`src/rtl/chunked_ripple_adder_if.sv`:
```
// Operand/result handshake bundle for chunked_ripple_adder.
// Sub exists only when CHUNKED_ADDER_SUB_EN is defined.
interface chunked_ripple_adder_if #(
  parameter int WIDTH = 8
);
  logic             in_valid;
  logic             in_ready;
  logic [WIDTH-1:0] A;
  logic [WIDTH-1:0] B;
  logic             Cin;
`ifdef CHUNKED_ADDER_SUB_EN
  logic             Sub;
`endif
  logic             out_valid;
  logic             out_ready;
  logic [WIDTH-1:0] Z;
  logic             Cout;
  logic             V;

`ifdef CHUNKED_ADDER_SUB_EN
  modport master (output in_valid, A, B, Cin, Sub, out_ready,
                  input  in_ready, out_valid, Z, Cout, V);
  modport slave  (input  in_valid, A, B, Cin, Sub, out_ready,
                  output in_ready, out_valid, Z, Cout, V);
`else
  modport master (output in_valid, A, B, Cin, out_ready,
                  input  in_ready, out_valid, Z, Cout, V);
  modport slave  (input  in_valid, A, B, Cin, out_ready,
                  output in_ready, out_valid, Z, Cout, V);
`endif
endinterface

```
`src/rtl/chunked_ripple_adder.sv`:
```
// Multi-cycle ripple-carry adder summing CHUNK bits per clock through a registered carry.
// Optional subtract mode is enabled by defining CHUNKED_ADDER_SUB_EN.
module chunked_ripple_adder #(
  parameter int WIDTH = 8,
  parameter int CHUNK = 2
) (
  input logic                  clk,
  input logic                  rst_n,
  chunked_ripple_adder_if.slave bus
);
  localparam int NCHUNK = WIDTH / CHUNK;
  localparam int CNT_W  = (NCHUNK > 1) ? $clog2(NCHUNK) : 1;
  localparam int IDX_W  = (WIDTH > 1) ? $clog2(WIDTH) : 1;

  generate
    if (WIDTH < 1 || CHUNK < 1 || (WIDTH % CHUNK) != 0) begin : g_bad_params
      $error("chunked_ripple_adder: CHUNK must be >= 1 and divide WIDTH");
    end
  endgenerate

  typedef enum logic [1:0] {
    IDLE = 2'd0,
    RUN  = 2'd1,
    DONE = 2'd2
  } state_t;

  state_t             state;
  state_t             state_next;
  logic [WIDTH-1:0]   a_q;
  logic [WIDTH-1:0]   b_q;
  logic [WIDTH-1:0]   z_q;
  logic [CNT_W-1:0]   cnt;
  logic               carry;
  logic               cout_q;
  logic               v_q;
  logic               accept;
  logic               last_chunk;
  logic [IDX_W-1:0]   base;
  logic [CHUNK:0]     chunk_sum;
  logic               msb_carry_in;
  logic [WIDTH-1:0]   b_in;
  logic               cin_in;

`ifdef CHUNKED_ADDER_SUB_EN
  // Subtraction is A + ~B + 1, so the inversion and forced carry happen at capture.
  assign b_in   = bus.Sub ? ~bus.B : bus.B;
  assign cin_in = bus.Sub ? 1'b1 : bus.Cin;
`else
  assign b_in   = bus.B;
  assign cin_in = bus.Cin;
`endif

  assign accept     = (state == IDLE) && bus.in_valid;
  assign last_chunk = (cnt == CNT_W'(NCHUNK - 1));
  assign base       = IDX_W'(int'(cnt) * CHUNK);
  assign chunk_sum  = {1'b0, a_q[base +: CHUNK]} + {1'b0, b_q[base +: CHUNK]}
                    + {{CHUNK{1'b0}}, carry};
  // Bit WIDTH-1 is the top bit of the final chunk; recover its carry-in from the sum bit.
  assign msb_carry_in = a_q[WIDTH-1] ^ b_q[WIDTH-1] ^ chunk_sum[CHUNK-1];

  always_ff @(posedge clk) begin
    if (!rst_n) begin
      state <= IDLE;
    end else begin
      state <= state_next;
    end
  end

  always_comb begin
    state_next    = state;
    bus.in_ready  = 1'b0;
    bus.out_valid = 1'b0;
    unique case (state)
      IDLE: begin
        bus.in_ready = 1'b1;
        if (bus.in_valid) state_next = RUN;
      end
      RUN: begin
        if (last_chunk) state_next = DONE;
      end
      DONE: begin
        bus.out_valid = 1'b1;
        if (bus.out_ready) state_next = IDLE;
      end
      default: state_next = IDLE;
    endcase
  end

  always_ff @(posedge clk) begin
    if (accept) begin
      a_q <= bus.A;
      b_q <= b_in;
    end
  end

  always_ff @(posedge clk) begin
    if (!rst_n) begin
      cnt    <= '0;
      carry  <= 1'b0;
      z_q    <= '0;
      cout_q <= 1'b0;
      v_q    <= 1'b0;
    end else if (accept) begin
      carry <= cin_in;
      cnt   <= '0;
    end else if (state == RUN) begin
      z_q[base +: CHUNK] <= chunk_sum[CHUNK-1:0];
      carry              <= chunk_sum[CHUNK];
      cnt                <= cnt + CNT_W'(1);
      if (last_chunk) begin
        cout_q <= chunk_sum[CHUNK];
        v_q    <= msb_carry_in ^ chunk_sum[CHUNK];
      end
    end
  end

  assign bus.Z    = z_q;
  assign bus.Cout = cout_q;
  assign bus.V    = v_q;
endmodule

```
`src/flat_wrapper.sv`:
```
// flat-port wrapper written by rule: the top's interface ports become plain ports
module chunked_ripple_adder_flat 
#(
  parameter int WIDTH = 8,
  parameter int CHUNK = 2
)
  (clk, rst_n, bus_in_valid, bus_A, bus_B, bus_Cin, bus_out_ready, bus_in_ready, bus_out_valid, bus_Z, bus_Cout, bus_V);
  chunked_ripple_adder_if #(.WIDTH(WIDTH)) bus_i ();
  input logic clk;
  input logic rst_n;
  input wire logic [$bits(bus_i.in_valid)-1:0] bus_in_valid;
  input wire logic [$bits(bus_i.A)-1:0] bus_A;
  input wire logic [$bits(bus_i.B)-1:0] bus_B;
  input wire logic [$bits(bus_i.Cin)-1:0] bus_Cin;
  input wire logic [$bits(bus_i.out_ready)-1:0] bus_out_ready;
  output wire logic [$bits(bus_i.in_ready)-1:0] bus_in_ready;
  output wire logic [$bits(bus_i.out_valid)-1:0] bus_out_valid;
  output wire logic [$bits(bus_i.Z)-1:0] bus_Z;
  output wire logic [$bits(bus_i.Cout)-1:0] bus_Cout;
  output wire logic [$bits(bus_i.V)-1:0] bus_V;
  assign bus_i.in_valid = bus_in_valid;
  assign bus_i.A = bus_A;
  assign bus_i.B = bus_B;
  assign bus_i.Cin = bus_Cin;
  assign bus_i.out_ready = bus_out_ready;
  assign bus_in_ready = bus_i.in_ready;
  assign bus_out_valid = bus_i.out_valid;
  assign bus_Z = bus_i.Z;
  assign bus_Cout = bus_i.Cout;
  assign bus_V = bus_i.V;
  chunked_ripple_adder #(.WIDTH(WIDTH), .CHUNK(CHUNK)) u_core (.clk(clk), .rst_n(rst_n), .bus(bus_i));
endmodule
```
`config.mk`:
```
export PLATFORM = sky130hd
export DESIGN_NAME = chunked_ripple_adder_flat
export DESIGN_NICKNAME = d
export VERILOG_FILES = /design/src/rtl/chunked_ripple_adder_if.sv /design/src/rtl/chunked_ripple_adder.sv /design/src/flat_wrapper.sv
export SDC_FILE = /design/constraint.sdc
export NUM_CORES = 1
export LEC_CHECK = 0
export ABC_AREA = 1
export CAP_MARGIN = 0
export CORE_MARGIN = 2
export CORE_UTILIZATION = 53
export CTS_CLUSTER_DIAMETER = 30
export DETAILED_ROUTE_END_ITERATION = 7
export PLACE_DENSITY = 0.86
export SYNTH_ARGS = -nofsm -noshare
export SYNTH_HDL_FRONTEND = slang
export SYNTH_SLANG_ARGS = --single-unit
```
`constraint.sdc`:
```
create_clock -name clk -period 3.8 [get_ports clk]
set_input_delay 0.76 -clock clk [delete_from_list [all_inputs] [get_ports clk]]
set_output_delay 0.76 -clock clk [all_outputs]
set_load 0.02 [all_outputs]
```
==> impl_metrics.csv, run 1 <==
group,metric,value,unit
outcome,status,"complete, no violations",
power,netSwitchingFraction,27.9,%
drt,routed_wl,2840,µm
yosys,yosys_warnings,0,
global_routing,track_usage,19.7,%
power,powerDensity,373,nW/µm²
floorplanning,initial_core_util,57.1,%
drt,wl_per_cell,12.4,µm
worst_setup_path,path_buf_inv,2,
drt,ant_nets,0,
placement,placed_area,1790,µm²
floorplanning,dieHeight,56.2,µm
clock_tree,clockBufferDepth,2,
power,intPower,0.000495,W
sta,rsz0062_at_grt,"no",
power,ir_drop,335,µV
global_routing,grt_pass1_wl,4800,µm
yosys,ys_ff_latch,31,
floorplanning,die_w,56.2,µm
yosys,syn_nets,190,
clock_tree,path_clk_slew,0.10,ns
clock_tree,cts-root-buf,"clkbuf_4",
finish,multi_input_area,568,µm²
placement,dp_hpwl,2230,µm
clock_tree,cts_setup_buffers,0,
sta,clock_skew,0.00672,ns
sta,finalHoldViolCount,0,
clock_tree,ctsResizeCount,0,
drt,drc,0,
drt,routed_via_density,5.14,
finish,layout_commonest_cell,"nand2_1",
placement,globalplace.congestion,0.877,
job,drv_cap,0,
floorplanning,io_pins,33,
yosys,syn-cell-area,1440,µm²
floorplanning,die-area,3150,µm²
finish,register_area,781,µm²
clock_tree,numCtsBuffers,5,
worst_setup_path,cpMaxStageDelayCell,"dfxtp_1",
drt,drt_iter0_drc,41,
sta,fin_crit,2.96,ns
finish,final_cell_mix,"33 x nand2_1, 32 x clkdlybuf4s50_1, 23 x nor2_1, 21 x inv_1",
yosys,ys_seq_area_share,54.2,%
worst_setup_path,worstPathArrival,3.21,ns
power,comb_power_share,18.6,%
power,power_frac_clock,25.7,%
power,design_power_total,0.000686,W
drt,via_count,1176,
sta,fmax,338,MHz
sta,relSlewSlack,61.5,%
floorplanning,row_count,18,
power,p_switching,0.000191,W
global_routing,antenna_found_initial,0,
sta,finalSetupViolations,0,
clock_tree,clock_sinks,31,
worst_setup_path,endpoint_kind,"flop",
finish,fin_nets,227,
worst_setup_path,worstSetupPathType,"reg2reg",
power,pwr-share-seq,55.6,%
clock_tree,holdBufCountCts,0,
drt,firstDrtPassIters,4,
yosys,postSynthAreaPerCell,8.95,µm²
global_routing,grt_pass1_vias,1197,
clock_tree,cts_tree,"yes",
sta,setup_tns,0,ns
yosys,synth_cell_types,18,
sta,drv_slew,0,
min_path,hold_class,"reg2reg",
worst_setup_path,required,4.05,ns
global_routing,grt-ovfl-total,0,
finish,fillerInstances,190,
sta,fin_crit_sh,77.9,%
finish,utilization,72.9,%
worst_setup_path,path_delay_family,"adder cells",
finish,diodes,0,
yosys,syn_inst,161,
finish,syn_to_final_growth,27.6,%
clock_tree,htree_num_levels,2,
finish,drive_gt1_share,6.03,%
global_routing,grt_max_degree,17,
floorplanning,core,2520,µm²
worst_setup_path,cp_common_cell,"nand2_1",
worst_setup_path,slowest_delay,0.62,ns
placement,dp_slack,0.957,ns
sta,worst_slew_pin_slew,0.577,ns
power,p_leak,0.759,nW
clock_tree,clk_latency,0.32,ns
placement,io_buffers,32,
sta,timing.final.ws_setup,0.841,ns
worst_setup_path,cp-start-kind,"flop",
finish,fin_area,1840,µm²
worst_setup_path,path_cells,"inv_1 > o21ai_0 > o22ai_1 > fa_1 > fa_1 > inv_1 > nand2_1 > nand2_1 > nand2_1 > nand2_1 > a21oi_1",
worst_setup_path,path_max_fanout,15,
[cell usage after synthesis]
library cell | n | area [µm²]
a21oi_1 | 12 | 60.1
buf_2 | 2 | 10.0
dfxtp_1 | 15 | 300
edfxtp_1 | 16 | 480
fa_1 | 2 | 40.0
ha_1 | 6 | 75.1
inv_1 | 21 | 78.8
inv_2 | 1 | 3.75
nand2_1 | 33 | 124
nand2_4 | 1 | 11.3
nand3_1 | 3 | 15.0
nand3_2 | 1 | 10.0
nand4_1 | 2 | 12.5
nor2_1 | 23 | 86.3
nor2_2 | 1 | 6.26
nor2_4 | 2 | 22.5
o21ai_0 | 16 | 80.1
o22ai_1 | 4 | 25.0
[worst register-to-register path, stage by stage, from the launching register on]
cell	delay [ns]
dfxtp_1	0.62
inv_1	0.32
o21ai_0	0.25
o22ai_1	0.12
fa_1	0.45
fa_1	0.61
inv_1	0.10
nand2_1	0.08
nand2_1	0.07
nand2_1	0.08
nand2_1	0.06
a21oi_1	0.12
[per-stage QoR]
step | hold slack, ns | cells
after floorplan | 0.524 | 161
after detailed placement | 0.459 | 221
final | 0.470 | 229
after global placement | 0.451 | 221
after global routing | 0.506 | 229
after CTS | 0.473 | 229
[per-layer routing]
layer | track usage [%] | routed length, µm
met1 | 20.0 | 1050
met2 | 37.0 | 1580
met3 | 7.44 | 169
met4 | 5.44 | 27
met5 | 0 | 0
[power groups by stage]
stage               Combinational (W)  Sequential [W]  Clock, W
global route                 0.000140        0.000383  0.000199
global placement             0.000117        0.000388         0
CTS                          0.000127        0.000381  0.000181
detailed placement           0.000126        0.000389         0
finish                       0.000128        0.000381  0.000176
floorplan                   0.0000761        0.000388         0
[state kept, by name (all words and copies together) (netlist names)]
| signal | cells |
|---|---|
| u_core.bus.Z | 8 |
| u_core.b_q | 8 |
| u_core.bus.Cout | 1 |
| u_core.state | 2 |
| u_core.cnt | 2 |
| u_core.bus.V | 1 |
| u_core.a_q | 8 |
| u_core.carry | 1 |
[worst paths after layout]
| path | slack, ns | cells past startpoint | endpoint | startpoint |
|---|---|---|---|---|
| worst min-delay path | 0.47 | 2 | u_core.bus.Z[6] | u_core.bus.Z[6] |
| worst max register to register | 0.84 | 11 | u_core.bus.V | u_core.cnt[0] |
| worst max-delay path | 0.84 | 11 | u_core.bus.V | u_core.cnt[0] |
| worst min register to register | 0.47 | 2 | u_core.bus.Z[6] | u_core.bus.Z[6] |
[logic make-up (layout without fill, tap and decap cells)]
group,after synthesis,after routing,share of synthesized area (%)
simple gates,66,66,20.0
compound gates,32,32,11.5
flops,31,31,54.2
buf+inv,24,62,6.42
fa+ha+maj,8,8,7.99
[cell type report]
type                            count  share of cell area (%)
Tap cell                           30                    2.04
Clock buffer                        6                    2.24
Timing Repair Buffer               32                    17.4
Clock inverter                      2                   0.476
Inverter                           22                    4.49
Sequential cell                    31                    42.4
Multi-Input combinational cell    106                    30.9
(Power assumes the default switching activity.)
==> run 2: changes to the inputs <==
- CORE_UTILIZATION: 53 -> 44
- PLACE_DENSITY: 0.86 -> 0.76
- clock period: 3.8 -> 2.5 ns (I/O delays scaled with it)
==> run 2 against run 1 <==
Against the previous run: routed wire length increased by 2.3%; critical endpoint is now u_core.bus.Z[5]; sequential power is 52% higher; critical path type unchanged; final cell count up 7.4%; hold slack improved by 0.0082 ns; via count up 1.5%; count of clock-buffer cells in the layout unchanged; global-route usage shrank 1.1 points; combinational power up 54%.
==> impl_metrics.csv, run 2 (synthesis results as in run 1) <==
group,metric,value,unit
worst_setup_path,cpMaxStageDelayCell,"fa_2",
power,netSwitchingFraction,27.7,%
global_routing,grt_pass1_wl,5020,µm
drt,via_count,1194,
floorplanning,row_count,20,
sta,hold_ws,0.478,ns
sta,fin_crit_sh,93.3,%
placement,placed_area,1830,µm²
floorplanning,io_pins,33,
min_path,min_path_cells,2,
sta,finalSetupViolations,0,
finish,layout_commonest_cell,"nand2_1",
worst_setup_path,worstPathArrival,2.61,ns
sta,rsz0062_at_grt,"no",
global_routing,antenna_found_initial,0,
worst_setup_path,worstSetupPathType,"reg2reg",
clock_tree,numCtsBuffers,5,
power,p_leak,0.773,nW
power,powerDensity,555,nW/µm²
power,intPower,0.000757,W
placement,globalplace.congestion,0.808,
placement,io_buffers,32,
power,pwr-share-seq,55.3,%
global_routing,grt_max_degree,17,
worst_setup_path,path_delay_family,"adder cells",
sta,drv_slew,0,
worst_setup_path,required,2.77,ns
worst_setup_path,reg2reg_depth,9,
finish,syn_to_final_growth,30.8,%
floorplanning,die_w,61.2,µm
sta,worst_slew_pin_slew,0.568,ns
job,drv_cap,0,
placement,dp_hpwl,2290,µm
clock_tree,holdBufCountCts,0,
worst_setup_path,path_buf_inv,1,
worst_setup_path,slowest_delay,0.60,ns
outcome,status,"complete, no violations",
worst_setup_path,endpoint_kind,"flop",
drt,drt_iter0_drc,34,
sta,timing.final.ws_setup,0.167,ns
clock_tree,cts_tree,"yes",
sta,fin_crit,2.33,ns
sta,relSlewSlack,62.1,%
floorplanning,initial_core_util,46.8,%
finish,final_cell_mix,"33 x nand2_1, 32 x clkdlybuf4s50_1, 23 x nor2_1, 21 x inv_1, 16 x edfxtp_1",
global_routing,track_usage,18.6,%
finish,fin_nets,230,
clock_tree,clock_sinks,31,
finish,register_area,785,µm²
global_routing,grt_pass1_vias,1187,
power,ir_drop,366,µV
min_path,hold_class,"reg2reg",
placement,dp_slack,-0.00851,ns
worst_setup_path,cp_common_cell,"o21ai_0",
worst_setup_path,path_cells,"inv_1 > o21ai_1 > o22ai_1 > fa_1 > fa_2 > nand2_1 > o21ai_0 > o21ai_0 > nor2_1",
worst_setup_path,cp-start-kind,"flop",
finish,utilization,61.3,%
drt,drc,0,
floorplanning,core,3080,µm²
finish,fillerInstances,276,
finish,drive_gt1_share,8.42,%
sta,setup_tns,0,ns
drt,wl_per_cell,11.8,µm
power,p_switching,0.000289,W
clock_tree,clk_latency,0.33,ns
power,power_frac_clock,25.9,%
finish,diodes,0,
worst_setup_path,cp.depth,9,
clock_tree,htree_num_levels,2,
finish,multi_input_area,571,µm²
finish,fin_area,1890,µm²
floorplanning,dieHeight,61.2,µm
power,comb_power_share,18.8,%
drt,ant_nets,0,
drt,routed_via_density,4.85,
clock_tree,clockBufferDepth,2,
global_routing,grt-ovfl-total,0,
clock_tree,path_clk_slew,0.10,ns
clock_tree,cts-root-buf,"clkbuf_4",
drt,routed_wl,2900,µm
floorplanning,die-area,3750,µm²
drt,firstDrtPassIters,4,
worst_setup_path,path_max_fanout,10,
sta,clock_skew,0.00877,ns
sta,fmax,429,MHz
sta,finalHoldViolCount,0,
[run 2: changes by cell type in the layout (fill, tap and decap cells not counted), sizes merged]
| cell | delta |
|---|---|
| buf | +3 |
[run 2: power groups by stage]
| stage | Sequential, W | Combinational (W) | Clock, W |
|---|---|---|---|
| after global placement | 0.000589 | 0.000184 | 0 |
| after CTS | 0.000579 | 0.000195 | 0.000285 |
| after floorplan | 0.000590 | 0.000116 | 0 |
| after detailed placement | 0.000591 | 0.000194 | 0 |
| after global routing | 0.000581 | 0.000219 | 0.000309 |
| final | 0.000579 | 0.000197 | 0.000271 |
[run 2: metrics by stage]
stage,power (W),instances
floorplan,0.000706,161
global route,0.00111,246
global placement,0.000774,238
detailed placement,0.000785,238
CTS,0.00106,246
finish,0.00105,246
[run 2: worst register-to-register path, cell delays in order, from the launching register on]
cell and delay, ns:
dfxtp_4 0.40, inv_1 0.13, o21ai_1 0.16, o22ai_1 0.11, fa_1 0.46, fa_2 0.60
nand2_1 0.06, o21ai_0 0.16, o21ai_0 0.11, nor2_1 0.09
[run 2: final cells by class]
type	count	area share, %
Sequential cell	31	41.6
Multi-Input combinational cell	106	30.3
Timing Repair Buffer	35	18.2
Inverter	22	4.38
Tap cell	44	2.92
Clock buffer	6	2.19
Clock inverter	2	0.464
[run 2: final timing paths]
kind	startpoint	end	slack, ns
min	u_core.bus.Z[6]	u_core.bus.Z[6]	0.48
max	u_core.cnt[0]	u_core.bus.Z[5]	0.17
max reg2reg	u_core.cnt[0]	u_core.bus.Z[5]	0.17
min reg2reg	u_core.bus.Z[6]	u_core.bus.Z[6]	0.48
[run 2: metal layers]
layer	wire length, µm	vias up	GRT usage, %
met5	0	-	0
met4	28	0	5.90
met3	140	3	5.88
met2	1600	33	34.7
met1	1140	555	19.7
li1	-	603	-
[run 2: timing repair]
item,4_1_cts,5_1_grt
setup endpoints to repair,2,4
cloned,0,0
resized for setup,1,4
hold endpoints to repair,0,0
setup buffers,0,0
